===== src/rtl/rv32im_lsu.sv =====
// rv32im_lsu: single-outstanding load/store unit between rv32im_exu and the data-memory bus.
// Optional bus watchdog enabled by defining LSU_BUS_TIMEOUT_EN.
module rv32im_lsu #(
    parameter int DATA_WIDTH     = 32,
    parameter int OPC_WIDTH      = 4,
    parameter int TIMEOUT_CYCLES = 255
) (
    input  logic                  clk_i,
    input  logic                  rst_i,
    input  logic                  valid_i,
    output logic                  ready_o,
    input  logic [OPC_WIDTH-1:0]  lsu_opcode_i,
    input  logic [DATA_WIDTH-1:0] addr_i,
    input  logic [DATA_WIDTH-1:0] wdata_i,
    output logic [DATA_WIDTH-1:0] rdata_o,
    output logic                  done_o,
    output logic                  err_o,
    output logic                  misalign_o,
    output logic                  mem_req_o,
    output logic                  mem_we_o,
    output logic [DATA_WIDTH-1:0] mem_addr_o,
    output logic [3:0]            mem_be_o,
    output logic [DATA_WIDTH-1:0] mem_wdata_o,
    input  logic                  mem_ack_i,
    input  logic [DATA_WIDTH-1:0] mem_rdata_i,
    input  logic                  mem_err_i
);
    localparam logic [OPC_WIDTH-1:0] OP_LB  = OPC_WIDTH'(1);
    localparam logic [OPC_WIDTH-1:0] OP_LH  = OPC_WIDTH'(2);
    localparam logic [OPC_WIDTH-1:0] OP_LW  = OPC_WIDTH'(3);
    localparam logic [OPC_WIDTH-1:0] OP_LBU = OPC_WIDTH'(4);
    localparam logic [OPC_WIDTH-1:0] OP_LHU = OPC_WIDTH'(5);
    localparam logic [OPC_WIDTH-1:0] OP_SB  = OPC_WIDTH'(6);
    localparam logic [OPC_WIDTH-1:0] OP_SH  = OPC_WIDTH'(7);
    localparam logic [OPC_WIDTH-1:0] OP_SW  = OPC_WIDTH'(8);

    typedef enum logic [1:0] {IDLE, REQ, RESP} state_t;

    state_t                state_q, state_d;
    logic [OPC_WIDTH-1:0]  op_q, op_d;
    logic [1:0]            off_q, off_d;
    logic [DATA_WIDTH-1:0] addr_q, addr_d, wdata_q, wdata_d, rdata_q, rdata_d;
    logic [DATA_WIDTH-1:0] lane, ext;
    logic [3:0]            be_q, be_d;
    logic                  we_q, we_d, err_q, err_d, mis_q, mis_d;
    logic                  is_byte, is_half, is_word, is_store, legal, mis, accept;
`ifdef LSU_BUS_TIMEOUT_EN
    logic [7:0]            cnt_q, cnt_d;
`endif

    always_comb begin
        is_byte  = lsu_opcode_i == OP_LB || lsu_opcode_i == OP_LBU || lsu_opcode_i == OP_SB;
        is_half  = lsu_opcode_i == OP_LH || lsu_opcode_i == OP_LHU || lsu_opcode_i == OP_SH;
        is_word  = lsu_opcode_i == OP_LW || lsu_opcode_i == OP_SW;
        is_store = lsu_opcode_i == OP_SB || lsu_opcode_i == OP_SH || lsu_opcode_i == OP_SW;
        legal    = is_byte | is_half | is_word;
        mis      = (is_half & addr_i[0]) | (is_word & |addr_i[1:0]);
        accept   = valid_i & (state_q == IDLE) & legal;
        lane     = mem_rdata_i >> {off_q, 3'b000};
        ext      = op_q == OP_LB  ? {{24{lane[7]}}, lane[7:0]} :
                   op_q == OP_LBU ? {24'h0, lane[7:0]} :
                   op_q == OP_LH  ? {{16{lane[15]}}, lane[15:0]} :
                   op_q == OP_LHU ? {16'h0, lane[15:0]} : lane;
        state_d  = state_q;
        op_d     = op_q;
        off_d    = off_q;
        addr_d   = addr_q;
        wdata_d  = wdata_q;
        rdata_d  = rdata_q;
        be_d     = be_q;
        we_d     = we_q;
        err_d    = err_q;
        mis_d    = mis_q;
`ifdef LSU_BUS_TIMEOUT_EN
        cnt_d    = cnt_q;
`endif
        case (state_q)
            IDLE: if (accept) begin
                op_d    = lsu_opcode_i;
                off_d   = addr_i[1:0];
                addr_d  = {addr_i[DATA_WIDTH-1:2], 2'b00};
                be_d    = is_byte ? 4'b0001 << addr_i[1:0] : is_half ? 4'b0011 << addr_i[1:0] : 4'b1111;
                wdata_d = is_byte ? {4{wdata_i[7:0]}} : is_half ? {2{wdata_i[15:0]}} : wdata_i;
                we_d    = is_store;
                err_d   = mis;
                mis_d   = mis;
                state_d = mis ? RESP : REQ;
`ifdef LSU_BUS_TIMEOUT_EN
                cnt_d   = 8'd0;
`endif
            end
            REQ: if (mem_ack_i) begin
                state_d = RESP;
                err_d   = mem_err_i;
                mis_d   = 1'b0;
                rdata_d = we_q ? rdata_q : mem_err_i ? '0 : ext;
            end
`ifdef LSU_BUS_TIMEOUT_EN
            else if (cnt_q + 8'd1 == 8'(TIMEOUT_CYCLES)) begin
                state_d = RESP;
                err_d   = 1'b1;
                mis_d   = 1'b0;
            end else cnt_d = cnt_q + 8'd1;
`endif
            default: state_d = IDLE;
        endcase
    end

    always_ff @(posedge clk_i) begin
        if (rst_i) begin
            state_q <= IDLE;
            op_q    <= '0;
            off_q   <= '0;
            addr_q  <= '0;
            wdata_q <= '0;
            rdata_q <= '0;
            be_q    <= '0;
            we_q    <= 1'b0;
            err_q   <= 1'b0;
            mis_q   <= 1'b0;
`ifdef LSU_BUS_TIMEOUT_EN
            cnt_q   <= '0;
`endif
        end else begin
            state_q <= state_d;
            op_q    <= op_d;
            off_q   <= off_d;
            addr_q  <= addr_d;
            wdata_q <= wdata_d;
            rdata_q <= rdata_d;
            be_q    <= be_d;
            we_q    <= we_d;
            err_q   <= err_d;
            mis_q   <= mis_d;
`ifdef LSU_BUS_TIMEOUT_EN
            cnt_q   <= cnt_d;
`endif
        end
    end

    assign ready_o     = state_q == IDLE;
    assign done_o      = state_q == RESP;
    assign err_o       = done_o & err_q;
    assign misalign_o  = done_o & mis_q;
    assign mem_req_o   = state_q == REQ;
    assign mem_we_o    = we_q;
    assign mem_addr_o  = addr_q;
    assign mem_be_o    = be_q;
    assign mem_wdata_o = wdata_q;
    assign rdata_o     = rdata_q;
endmodule

===== config.mk =====
export PLATFORM = sky130hd
export DESIGN_NAME = rv32im_lsu
export DESIGN_NICKNAME = d
export VERILOG_FILES = /design/src/rtl/rv32im_lsu.sv
export SDC_FILE = /design/constraint.sdc
export NUM_CORES = 1
export LEC_CHECK = 0
export BUFFER_PORTS_ARGS = -buffer_cell sky130_fd_sc_hd__buf_2
export CAP_MARGIN = 10
export CORE_AREA = 5 5 114 116
export CTS_BUF_LIST = sky130_fd_sc_hd__clkbuf_16
export CTS_CLUSTER_DIAMETER = 80
export DETAILED_ROUTE_END_ITERATION = 10
export DIE_AREA = 0 0 119 121
export PLACE_DENSITY = 0.76
export SLEW_MARGIN = 10
export SYNTH_ARGS = -nofsm -noshare
export SYNTH_HDL_FRONTEND = slang
export SYNTH_SLANG_ARGS = --single-unit

===== constraint.sdc =====
create_clock -name clk_i -period 1.9 [get_ports clk_i]
set_clock_uncertainty 0.15 [all_clocks]
set_input_delay 0.475 -clock clk_i [delete_from_list [all_inputs] [get_ports clk_i]]
set_output_delay 0.475 -clock clk_i [all_outputs]
set_load 0.1 [all_outputs]

==> results of run 1 <==
-- path summary, 6_finish.rpt --
path                  start        endpoint  slack [ns]  cells after the start
min               addr_i[2]   mem_addr_o[2]        0.21                      3
max reg2reg         op_q[2]     rdata_o[19]        0.12                      6
max              state_q[0]           err_o        0.03                      4
min reg2reg  mem_addr_o[17]  mem_addr_o[17]        0.30                      2
-- stage by stage --
stage | cells | power [mW] | cell area, µm² | util [%]
finish | 988 | 6.36 | 7090 | 60.0
global route | 988 | 6.61 | 7090 | 60.0
CTS | 987 | 6.38 | 7040 | 59.6
detailed placement | 970 | 4.41 | 6710 | 56.8
global placement | 970 | 4.39 | 6710 | 56.8
floorplan | 606 | 3.94 | 5220 | -
-- state kept, by name (all words and copies together) (netlist names) --
| register | cells |
|---|---|
| off_q | 2 |
| rdata_o | 32 |
| err_q | 1 |
| mem_addr_o | 30 |
| state_q | 2 |
| mem_wdata_o | 32 |
| op_q | 4 |
| mis_q | 1 |
| mem_be_o | 4 |
| mem_we_o | 1 |
-- worst max-delay path: cells and delay by family (launching register included) --
kind / cells / cell delay (ns)
flip-flops: 1 / 0.34
AND/OR/NAND/NOR: 2 / 0.27
buffers and inverters: 2 / 0.28
-- power by group --
group / internal [mW] / switching (mW)
Sequential: 2.40 / 0.0793
Clock: 1.05 / 0.929
Combinational: 0.511 / 1.38
Total: 3.97 / 2.39
-- what timing repair did --
item	in CTS	in global routing
resized for setup	4	12
setup buffers	1	0
cloned	0	1
pin swaps	1	2
hold buffers	0	0
setup endpoints to repair	4	86
-- layer usage --
metal  GRT usage [%]  routed length, µm  part of all wire (%)  vias to the layer above
met5               0                  0                     0                        -
met3            6.57               1440                   8.9                       35
met4            9.34                501                   3.1                        0
met1            26.0               6650                    41                     2375
met2            36.2               7660                    47                      225
li1                -                  -                     -                     2586
-- final cells by class --
cell class	count	area, µm²
fillers	1060	4720
multi-input cells	440	2730
flip-flops and latches	109	2190
repair buffers	272	1660
clock buffers	9	225
well taps	147	184
clock inverters	7	88.8
inverters	4	15.0
-- kinds of logic (layout without fill, tap and decap cells) --
logic type,Yosys count,count (layout),synth area share (%)
buf+inv,58,292,5.71
simple gates,205,206,17.9
flops,109,109,43.1
compound gates,192,192,25.1
fa+ha+maj,4,4,0.989
mux,36,36,7.12
other cells,1,2,0.0741
-- layout by cell type (no fill, tap or decap), types with 9 or more instances in the layout --
master | synthesis | routed
nand2_1 | 123 | 122
buf_2 | 23 | 202
nor2_1 | 33 | 26
nor3_1 | 11 | 10
a211oi_2 | 16 | 16
dfxtp_1 | 109 | 105
a21oi_1 | 97 | 97
clkbuf_16 | 0 | 9
mux2i_1 | 36 | 35
o22ai_1 | 9 | 9
buf_4 | 5 | 59
o21ai_0 | 25 | 25
buf_12 | 0 | 9
nor2b_1 | 12 | 9
==> results by stage, run 1 <==
Timing:
- The final count of hold timing violations is 0.
- The shortest period the worst path allows is 1.87 ns.
- For the pin with the worst max-slew slack, the measured transition is 0.584 ns.
- The worst path uses 98.6% of the clock period.
- Setup repair after global routing could not meet its margin everywhere.
- Setup violations remaining at the end of the flow were counted as 0.
- The number of max-slew violations in the final report is 0.
- Hold is met by 0.207 ns.
- The worst-case headroom to the max-slew limit is 60.9%.
- The post-route worst setup slack is 0.0259 ns.
- The maximum clock rate is 534 MHz.
- The total negative slack for setup checks is 0 ns.

Drt:
- In the routed design, unresolved DRC markers number 0.
- Detailed routing inserted a total of 5221 vias.
- The post-detailed-route via-to-cell ratio is 5.28.
- Before antenna repair, the detailed router went through 4 iterations.
- The number of violations reported at the end of detailed-routing iteration 0 is 389.
- The detail route stage leaves a number of antenna-violating nets equal to 0.
- In the final routed layout, each cell accounts on average for 16.4 µm.
- The detailed-route wire length is 16300 µm.

Global route:
- The global-route usage over all layers is 21.7%.
- The via count of the first global-routing pass came to 5141.
- The initial antenna violation count was 0.
- The pin count of the biggest net entering global routing is 57.
- The total global routing overflow is 0.
- The first global-routing pass estimated 25500 µm of wire.

Logic synthesis:
- The most area-hungry cell type in the Yosys netlist is dfxtp_1.
- Of the post-synthesis cell area, the dominant cell type holds 43.1%.
- Synthesis instantiated 47 different standard cells from the library.
- The post-synthesis register bit count is 109.
- The total standard cell area after synthesis is 0.00506 mm².
- The synthesized area per cell is 8.36 µm².
- Sorting the synthesized cells by area gives the leading types as dfxtp_1 (43%), a21oi_1 (9.6%), nand2_1 (9.1%).
- The cell count after synthesis is 605.
- For this run, asynchronously set or reset flops after synthesis account for 0%.
- The flip-flop cell with the highest count after synthesis is dfxtp_1.
- The yosys synthesis warning count is 0.
- The number of flops mapped to enable cells by yosys is 0.
- By count the netlist is led by nand2_1 (123), dfxtp_1 (109), a21oi_1 (97), mux2i_1 (36), nor2_1 (33).
- Sequential cells were found to cover 43.1% of the synthesized design area.
- The cell with the most instances after synthesis is nand2_1.

Clocking:
- The number of H-tree branching levels is 3.
- The root buffer cell chosen for the clock tree is clkbuf_16.
- The clock latency reported for the late side of the worst-skew pair is 0.35 ns.
- The CTS tree is built.
- After clock tree synthesis, the clock-pin slew on the worst setup and hold paths is 0.08 ns.
- The number of buffers on the longest clock path is 2.
- The clock buffer count from CTS is 9.
- CTS saw 109 sinks.

Floorplanning:
- The height of the die is 121 µm.
- In this run the standard cell core region covers 0.0118 mm².
- The effective utilization at floorplan is 42.8%.
- The floorplan die area is 0.0144 mm².
- Row generation in the floorplan step produced 40 rows.
- Measured along the x axis, the die boundary spans 119 µm.
- The boundary pin count is 211.

Flow run:
- The number of max-cap violations is 0.

Placement:
- The HPWL reported at the end of detailed placement is 12200 µm.
- The count of port buffers added during placement is 208.
- The worst setup timing slack at the placement stage is -0.341 ns.
- The weighted congestion reported at the end of routability-driven placement is 0.910.

Worst setup path:
- STA puts the critical path data arrival time at 1.25 ns.
- The critical path class is flop to output port.
- STA puts the critical path data required time at 1.27 ns.
- The slowest stage of the critical path is the dfxtp_2 cell.
- The critical path goes through buf_6, nor2b_4, and2_4, buf_12.
- The type of destination of the critical path is an output port.
- Of all nets on the critical path, the largest fanout is 4.
- The largest stage delay on the critical path is 0.34 ns.
- The worst setup path is launched from a flop.

Power and ir drop:
- VDD sags by at most 0.000592 V.
- The leakage power is 3.18 nW.
- The power per cell area is 897 mW/mm².

Layout:
- The number of diodes added for antenna fixing is 0.
- The fraction of layout cells with a size suffix above 1 is 40.5%.
- Compared with the post-synthesis result, the final layout area differs by 40.1%.
- After the last flow step, the layout net total stands at 945.

Run status:
- The run finished with clean final reports.

Min path:
- The min-delay analysis places its worst path in the category input port to flop.
No activity file was read; power rests on OpenSTA's default activity.
==> run 2, diff against run 1 <==
Settings changed: ABC_AREA from default to 1, CORE_AREA 5 5 114 116 to 5 5 117 119, DIE_AREA 0 0 119 121 to 0 0 122 124, PLACE_DENSITY 0.76 to 0.75.
==> results by stage, run 2 <==
Run status:
- Run status: complete, no violations (unchanged).

Clocking:
- The CTS tree is built (unchanged).
- The root buffer cell is clkbuf_16 (unchanged).
- The clock buffer count from CTS is 9 (unchanged).
- The number of H-tree branching levels is 3 (unchanged).
- The number of buffers on the longest clock path is 2 (unchanged).
- The clock latency reported for the late side of the worst-skew pair came to 0.35 ns (about the same).
- The sink count of the clock tree was 109 (unchanged).
- The clock transition at the register clock pins on the worst setup and hold paths after CTS came to 0.07 ns (was 0.08 ns).
- The cts-stage hold buffer count is 0 (unchanged).

Flow run:
- The number of max-cap violations was 0 (unchanged).

Power and ir drop:
- The switching part of the total came to 41.1% (was 37.6%).
- The leakage power is 3.68 nW (was 3.18 nW).
- The worst ir drop on vdd is 0.000611 V (was 0.000592 V).
- The clock share of power was 27.7% (was 31.2%).
- The design internal power is 4.02 mW (was 3.97 mW).
- The share of total power in combinational logic is 35.1% (was 29.8%).
- The share of power burned in registers came to 37.2% (was 39.0%).
- The power per cell area is 969 mW/mm² (was 897 mW/mm²).
- The power dissipated by switching net loads was 2.80 mW (was 2.39 mW).

Timing:
- The part of the cycle the worst path needs is 99.1% (was 98.6%).
- The number of max-slew violations in the final report was 0 (unchanged).
- The total of endpoints with negative setup slack in the final report was 0 (unchanged).
- Unrepaired setup endpoints after global routing: true (unchanged).
- The worst hold margin is 0.197 ns (was 0.207 ns).
- The final count of hold timing violations is 0 (unchanged).
- The transition at the pin with the smallest max-transition slack came to 0.515 ns (was 0.584 ns).
- The maximum clock rate is 531 MHz (was 534 MHz).
- The shortest period the worst path allows is 1.88 ns (was 1.87 ns).
- The worst-case headroom to the max-slew limit is 65.9% (was 60.9%).

Logic synthesis:
- The most area-hungry cell type in the Yosys netlist is dfxtp_1 (unchanged).
- The async set-or-reset flop fraction in the synthesized netlist is 0% (unchanged).
- The top-area cell type share of the netlist area is 40.4% (was 43.1%).
- The unique cell type count in the Yosys netlist is 30 (was 47).
- The yosys synthesis warning count is 0 (unchanged).
- The post-synthesis register bit count is 109 (unchanged).
- The synthesized area per cell was 6.40 µm² (was 8.36 µm²).
- The share of synthesized area occupied by flip-flops and latches came to 40.4% (was 43.1%).
- Cell types with the highest counts after synthesis: nand2_1 (303), nor2_1 (138), dfxtp_1 (109), a21oi_1 (52), o21ai_0 (50) (was nand2_1 (123), dfxtp_1 (109), a21oi_1 (97), mux2i_1 (36), nor2_1 (33)).
- The number of flops mapped to enable cells by yosys is 0 (unchanged).
- Largest cells by area after synthesis: dfxtp_1 (40%), nand2_1 (21%), nor2_1 (9.6%) (was dfxtp_1 (43%), a21oi_1 (9.6%), nand2_1 (9.1%)).
- The cell with the most instances after synthesis is nand2_1 (unchanged).
- The total standard cell area after synthesis is 0.00540 mm² (was 0.00506 mm²).
- The cell count after synthesis was 844 (was 605).
- The flip-flop cell with the highest count after synthesis is dfxtp_1 (unchanged).

Layout:
- The most frequent standard cell in the layout excluding fill and tap cells is nand2_1 (was buf_2).
- Commonest cells after routing, fill and taps aside: nand2_1 (303), buf_2 (203), nor2_1 (137) (was buf_2 (202), nand2_1 (122), dfxtp_1 (105)).
- The fraction of layout cells with a size suffix above 1 is 26.9% (was 40.5%).
- The number of diodes added for antenna fixing is 0 (unchanged).
- The post-layout net count was 1145 (was 945).
- The layout-stage area growth over the synthesis result is 30.4% (was 40.1%).
- The final instance count without filler cells is 1212 (was 988).

Global route:
- The initial antenna violation count is 2 (was 0).
- The total global routing overflow is 0 (unchanged).
- The pin count of the biggest net entering global routing came to 69 (was 57).
- The global-route wire length before repair came to 26800 µm (was 25500 µm).
- The via count of the first global-routing pass is 5574 (was 5141).
- The global-route usage over all layers is 22.2% (was 21.7%).

Worst setup path:
- The cell with the biggest individual delay on the critical path is dfxtp_4 (was dfxtp_2).
- The worst reg2reg path endpoint is op_q[3] (was rdata_o[19]).
- The largest stage delay on the critical path is 0.41 ns (was 0.34 ns).
- Ordered list of cells on the worst path: inv_2, nor2_4, buf_6, buf_12 (was buf_6, nor2b_4, and2_4, buf_12).
- The worst path arrival time is 1.26 ns (was 1.25 ns).
- The critical-path maximum fanout is 6 (was 4).
- The startpoint of the lowest-slack register-to-register path is state_q[0] (was op_q[2]).
- The critical path class is flop to output port (unchanged).
- The data required time at the worst endpoint was 1.27 ns (about the same).
- The type of destination of the critical path is an output port (unchanged).
- The worst setup slack for register-to-register paths is 0.17 ns (was 0.12 ns).
- The critical path launch point type is a flop (unchanged).
- The worst reg-to-reg path cell count is 6 (unchanged).

Drt:
- The post-detailed-route via-to-cell ratio is 4.87 (was 5.28).
- The detailed-route wire length per cell is 13.7 µm (was 16.4 µm).
- The post-detailed-route DRC marker count came to 0 (unchanged).
- The total vias in the final route is 5906 (was 5221).
- The final antenna-violating net count was 0 (unchanged).
- The number of violations reported at the end of detailed-routing iteration 0 is 552 (was 389).
- The number of detailed-route iterations in the first pass is 7 (was 4).
- The detailed-route wire length is 16700 µm (was 16300 µm).

Placement:
- The post-placement cell count is 1196 (was 970).
- The count of port buffers added during placement is 208 (unchanged).
- The HPWL reported at the end of detailed placement is 12300 µm (was 12200 µm).
- The weighted congestion reported at the end of routability-driven placement came to 0.947 (was 0.910).

Min path:
- The startpoint of the tightest hold check path is addr_i[5] (was addr_i[2]).
- The path category of the worst min-delay check was input port to flop (unchanged).
- The worst hold path depth is 3 (unchanged).
- The end of the worst hold path is mem_addr_o[5] (was mem_addr_o[2]).

Floorplanning:
- The placement row count is 41 (was 40).
- The height of the die is 124 µm (was 121 µm).
- The effective utilization at floorplan is 43.3% (was 42.8%).
- The horizontal extent of the die is 122 µm (was 119 µm).
- The floorplan die area is 0.0151 mm² (was 0.0144 mm²).
- The boundary pin count came to 211 (unchanged).
- The core footprint is 0.0125 mm² (was 0.0118 mm²).
## run 2: cell count changes after synthesis, sizes merged, moves of 9 or more
cell	delta
mux2i	-36
nor2b	-12
nand2	+185
inv	+30
a21oi	-46
o21ai	+35
nand3	+44
a211oi	-19
nor2	+106
nor3	-9
## run 2: logic make-up (layout without fill, tap and decap cells)
kind of cell	Yosys count	count (layout)	share of synthesized area (%)
AOI/OAI and AO/OA	129	129	12.7
and+or+nand+nor	510	510	38.2
DFF	109	109	40.4
buffers and inverters	91	286	7.73
other	1	2	0.0694
adders and majority gates	4	4	0.926
## run 2: worst max-delay path: cells and delay by family (launching register included)
kind | cells | cell delay [ns]
DFF | 1 | 0.41
and+or+nand+nor | 1 | 0.12
buffers and inverters | 3 | 0.36
## run 2: how the worst max path moves through the flow
| stage | cells past startpoint | slack, ns | startpoint | to |
|---|---|---|---|---|
| 3_3_place_gp | 10 | -0.04 | lsu_opcode_i[0] | op_q[3] |
| 5_1_grt | 4 | -0.03 | state_q[0] | mem_req_o |
| 3_5_place_dp | 10 | -0.11 | lsu_opcode_i[2] | mem_wdata_o[26] |
| 6_report | 4 | 0.02 | state_q[0] | mem_req_o |
| 4_1_cts | 4 | -0.002 | state_q[0] | mem_req_o |
| 2_1_floorplan | 2 | -0.39 | state_q[1] | err_o |
## run 2: area by class of cell
cell class              count  area (µm²)
multi-input cells         645        2830
clock buffers               9         225
repair buffers            236        1380
well taps                 172         215
fillers                  1286        5420
clock inverters             6        65.1
flip-flops and latches    109        2190
inverters                  35         131
## run 2: timing repair
| item | 4_1_cts | 5_1_grt |
|---|---|---|
| endpoints found under the hold margin | 0 | 0 |
| buffers inserted | 1 | 0 |
| gates cloned | 0 | 0 |
| setup endpoints to repair | 3 | 17 |
| pin swaps | 1 | 1 |
| resized for setup | 6 | 2 |
## run 2: metal layers
layer  up-vias  part of all wire, %  global-route usage [%]
met5         -                 0.13                       0
met1      2613                   41                    27.5
met3        24                   10                    6.72
li1       3034                    -                       -
met2       231                   47                    37.0
met4         4                  1.7                    7.14
## run 2: stage by stage
stage | setup slack [ns] | setup TNS (ns) | instance area (µm²) | utilization (%) | total power [mW]
2_1_floorplan | -0.387 | -3.21 | 5420 | - | 4.46
3_3_place_gp | -0.0410 | -0.356 | 6720 | 53.9 | 4.96
3_5_place_dp | -0.114 | -0.894 | 6720 | 53.9 | 4.98
4_1_cts | -0.00203 | -0.00203 | 7040 | 56.5 | 6.88
5_1_grt | -0.0264 | -0.0264 | 7040 | 56.5 | 7.19
6_report | 0.0164 | 0 | 7040 | 56.5 | 6.82
## run 2: power by group through the flow
stage / Combinational (mW) / Sequential (mW) / Clock, mW
3_3_place_gp: 2.38 / 2.59 / 0
4_1_cts: 2.40 / 2.54 / 1.94
5_1_grt: 2.59 / 2.56 / 2.04
6_report: 2.39 / 2.54 / 1.89
2_1_floorplan: 0.845 / 3.61 / 0
3_5_place_dp: 2.39 / 2.59 / 0
==> run 3, diff against run 2 <==
Settings changed: CORE_AREA 5 5 117 119 to 5 5 115 117, CTS_BUF_LIST sky130_fd_sc_hd__clkbuf_16 to sky130_fd_sc_hd__clkbuf_4 sky130_fd_sc_hd__clkbuf_8, DIE_AREA 0 0 122 124 to 0 0 120 122, PLACE_DENSITY 0.75 to 0.78.
==> results by stage, run 3 (synthesis results as in run 2) <==
Global route:
- The pin count of the biggest net entering global routing is 69 (unchanged).
- The global-route wire length before repair was 25900 µm (was 26800 µm).
- The initial antenna violation count is 0 (was 2).
- The total global routing overflow is 0 (unchanged).
- The global-route usage over all layers is 21.9% (was 22.2%).
- The via count of the first global-routing pass is 5422 (was 5574).

Layout:
- The post-layout net count is 1143 (was 1145).
- Commonest cells after routing, fill and taps aside: nand2_1 (303), buf_2 (202), nor2_1 (137) (was nand2_1 (303), buf_2 (203), nor2_1 (137)).
- The most frequent standard cell in the layout excluding fill and tap cells was nand2_1 (unchanged).
- The area of all placed cells without fillers was 0.00696 mm² (was 0.00704 mm²).
- The fraction of layout cells with a size suffix above 1 is 26.9% (about the same).
- The layout-stage area growth over the synthesis result came to 28.9% (was 30.4%).

Drt:
- The post-detailed-route via-to-cell ratio is 5.02 (was 4.87).
- The number of violations reported at the end of detailed-routing iteration 0 is 515 (was 552).
- The total vias in the final route was 5973 (was 5906).
- The number of detailed-route iterations in the first pass is 5 (was 7).
- The final antenna-violating net count is 0 (unchanged).
- The detailed-route wire length per cell is 13.8 µm (was 13.7 µm).
- The post-detailed-route DRC marker count is 0 (unchanged).
- The detailed-route wire length is 16400 µm (was 16700 µm).

Timing:
- The shortest period the worst path allows is 1.93 ns (was 1.88 ns).
- The post-route worst setup slack is -0.0284 ns (was 0.0164 ns).
- The total negative slack for setup checks is -0.0590 ns (was 0 ns).
- The transition at the pin with the smallest max-transition slack is 0.509 ns (was 0.515 ns).
- The maximum clock rate is 519 MHz (was 531 MHz).
- The total of endpoints with negative setup slack in the final report was 3 (was 0).
- The part of the cycle the worst path needs is 101% (was 99.1%).
- The worst-case headroom to the max-slew limit is 66.0% (was 65.9%).
- The number of max-slew violations in the final report is 0 (unchanged).
- The final count of hold timing violations is 0 (unchanged).
- Unrepaired setup endpoints after global routing: true (unchanged).

Clocking:
- The clock transition at the register clock pins on the worst setup and hold paths after CTS is 0.10 ns (was 0.07 ns).
- The clock buffer count from CTS was 9 (unchanged).
- The cts-stage hold buffer count is 0 (unchanged).
- The CTS tree is built (unchanged).
- The clock latency reported for the late side of the worst-skew pair is 0.39 ns (was 0.35 ns).
- The number of buffers on the longest clock path was 2 (unchanged).
- The number of H-tree branching levels is 3 (unchanged).
- The root buffer cell is clkbuf_8 (was clkbuf_16).
- The sink count of the clock tree came to 109 (unchanged).

Power and ir drop:
- The total power is 6.47 mW (was 6.82 mW).
- The worst ir drop on vdd was 0.000600 V (was 0.000611 V).
- The power per cell area came to 929 mW/mm² (was 969 mW/mm²).
- The leakage power is 3.64 nW (was 3.68 nW).

Worst setup path:
- The type of destination of the critical path is an output port (unchanged).
- The worst reg2reg path endpoint is rdata_o[28] (was op_q[3]).
- The critical-path maximum fanout is 4 (was 6).
- The data required time at the worst endpoint came to 1.27 ns (about the same).
- The startpoint of the lowest-slack register-to-register path is state_q[0] (unchanged).
- The worst path arrival time is 1.30 ns (was 1.26 ns).
- The worst reg-to-reg path cell count is 8 (was 6).
- The worst setup slack for register-to-register paths was 0.14 ns (was 0.17 ns).
- The critical path class is flop to output port (unchanged).
- The critical path launch point type is a flop (unchanged).

Floorplanning:
- The floorplan die area is 0.0146 mm² (was 0.0151 mm²).
- The height of the die is 122 µm (was 124 µm).
- The boundary pin count is 211 (unchanged).
- The core footprint is 0.0123 mm² (was 0.0125 mm²).
- The effective utilization at floorplan is 44.1% (was 43.3%).
- The horizontal extent of the die is 120 µm (was 122 µm).
- The placement row count came to 41 (unchanged).

Placement:
- The worst setup timing slack at the placement stage came to -0.0971 ns (was -0.114 ns).
- The count of port buffers added during placement is 208 (unchanged).
- The HPWL reported at the end of detailed placement is 12100 µm (was 12300 µm).
- The weighted congestion reported at the end of routability-driven placement is 0.949 (was 0.947).
- The total placed instance area is 0.00671 mm² (was 0.00672 mm²).

Flow run:
- The number of max-cap violations is 0 (unchanged).

Run status:
- The final reports fail on setup timing.
- Run status: complete, but fails checks (was complete, no violations).

Min path:
- The path category of the worst min-delay check is input port to flop (unchanged).
- The startpoint of the tightest hold check path is addr_i[5] (unchanged).
- The end of the worst hold path is mem_addr_o[5] (unchanged).
- The worst hold path depth was 3 (unchanged).
[run 3: changes by cell type in the layout (fill, tap and decap cells not counted), moves of 2 or more]
cell	previous run	this run
buf_12	9	11
buf_6	2	0
clkbuf_16	9	0
clkbuf_8	0	10
inv_2	6	4
[run 3: what timing repair did]
action	CTS	global route
setup buffers	0	1
endpoints found under the setup margin	5	11
cloned	0	0
pin swaps	0	1
resized for setup	5	2
[run 3: worst max path at each step]
stage / from / cells after the start / end
final: state_q[1] / 3 / err_o
after global routing: state_q[1] / 3 / misalign_o
after CTS: state_q[1] / 3 / err_o
after detailed placement: lsu_opcode_i[2] / 10 / mem_wdata_o[31]
after global placement: lsu_opcode_i[2] / 10 / mem_wdata_o[28]
after floorplan: state_q[1] / 2 / err_o
[run 3: power by group]
part / internal (mW) / switching (mW) / total, mW
sequential: 2.45 / 0.0924 / 2.54
combinational: 0.563 / 1.84 / 2.40
clock: 0.670 / 0.859 / 1.53
total: 3.68 / 2.79 / 6.47
[run 3: area by class of cell]
class | count | area, µm²
fillers | 1219 | 5300
well taps | 150 | 188
multi-input cells | 645 | 2840
clock buffers | 10 | 138
clock inverters | 6 | 82.6
diodes | 1 | 2.50
inverters | 35 | 134
repair buffers | 234 | 1390
flip-flops and latches | 109 | 2190
[run 3: routing by layer]
| layer | up-vias | share of wire [%] | global-route usage, % |
|---|---|---|---|
| met5 | - | 0 | 0 |
| met4 | 0 | 1.7 | 8.09 |
| met3 | 19 | 10 | 7.71 |
| met2 | 233 | 48 | 36.5 |
| met1 | 2688 | 41 | 26.2 |
| li1 | 3033 | - | - |
[run 3: metrics by stage]
stage,hold WS (ns),cells,utilization [%]
final,0.160,1190,56.8
after CTS,0.140,1188,56.6
after detailed placement,0.302,1173,54.7
after floorplan,0.305,845,-
after global placement,0.300,1173,54.7
after global routing,0.167,1189,56.8
[run 3: worst max-delay path: stages (launching register included)]
cell and delay, ns:
dfxtp_4 0.39, inv_1 0.11, nor3_4 0.20, buf_12 0.21
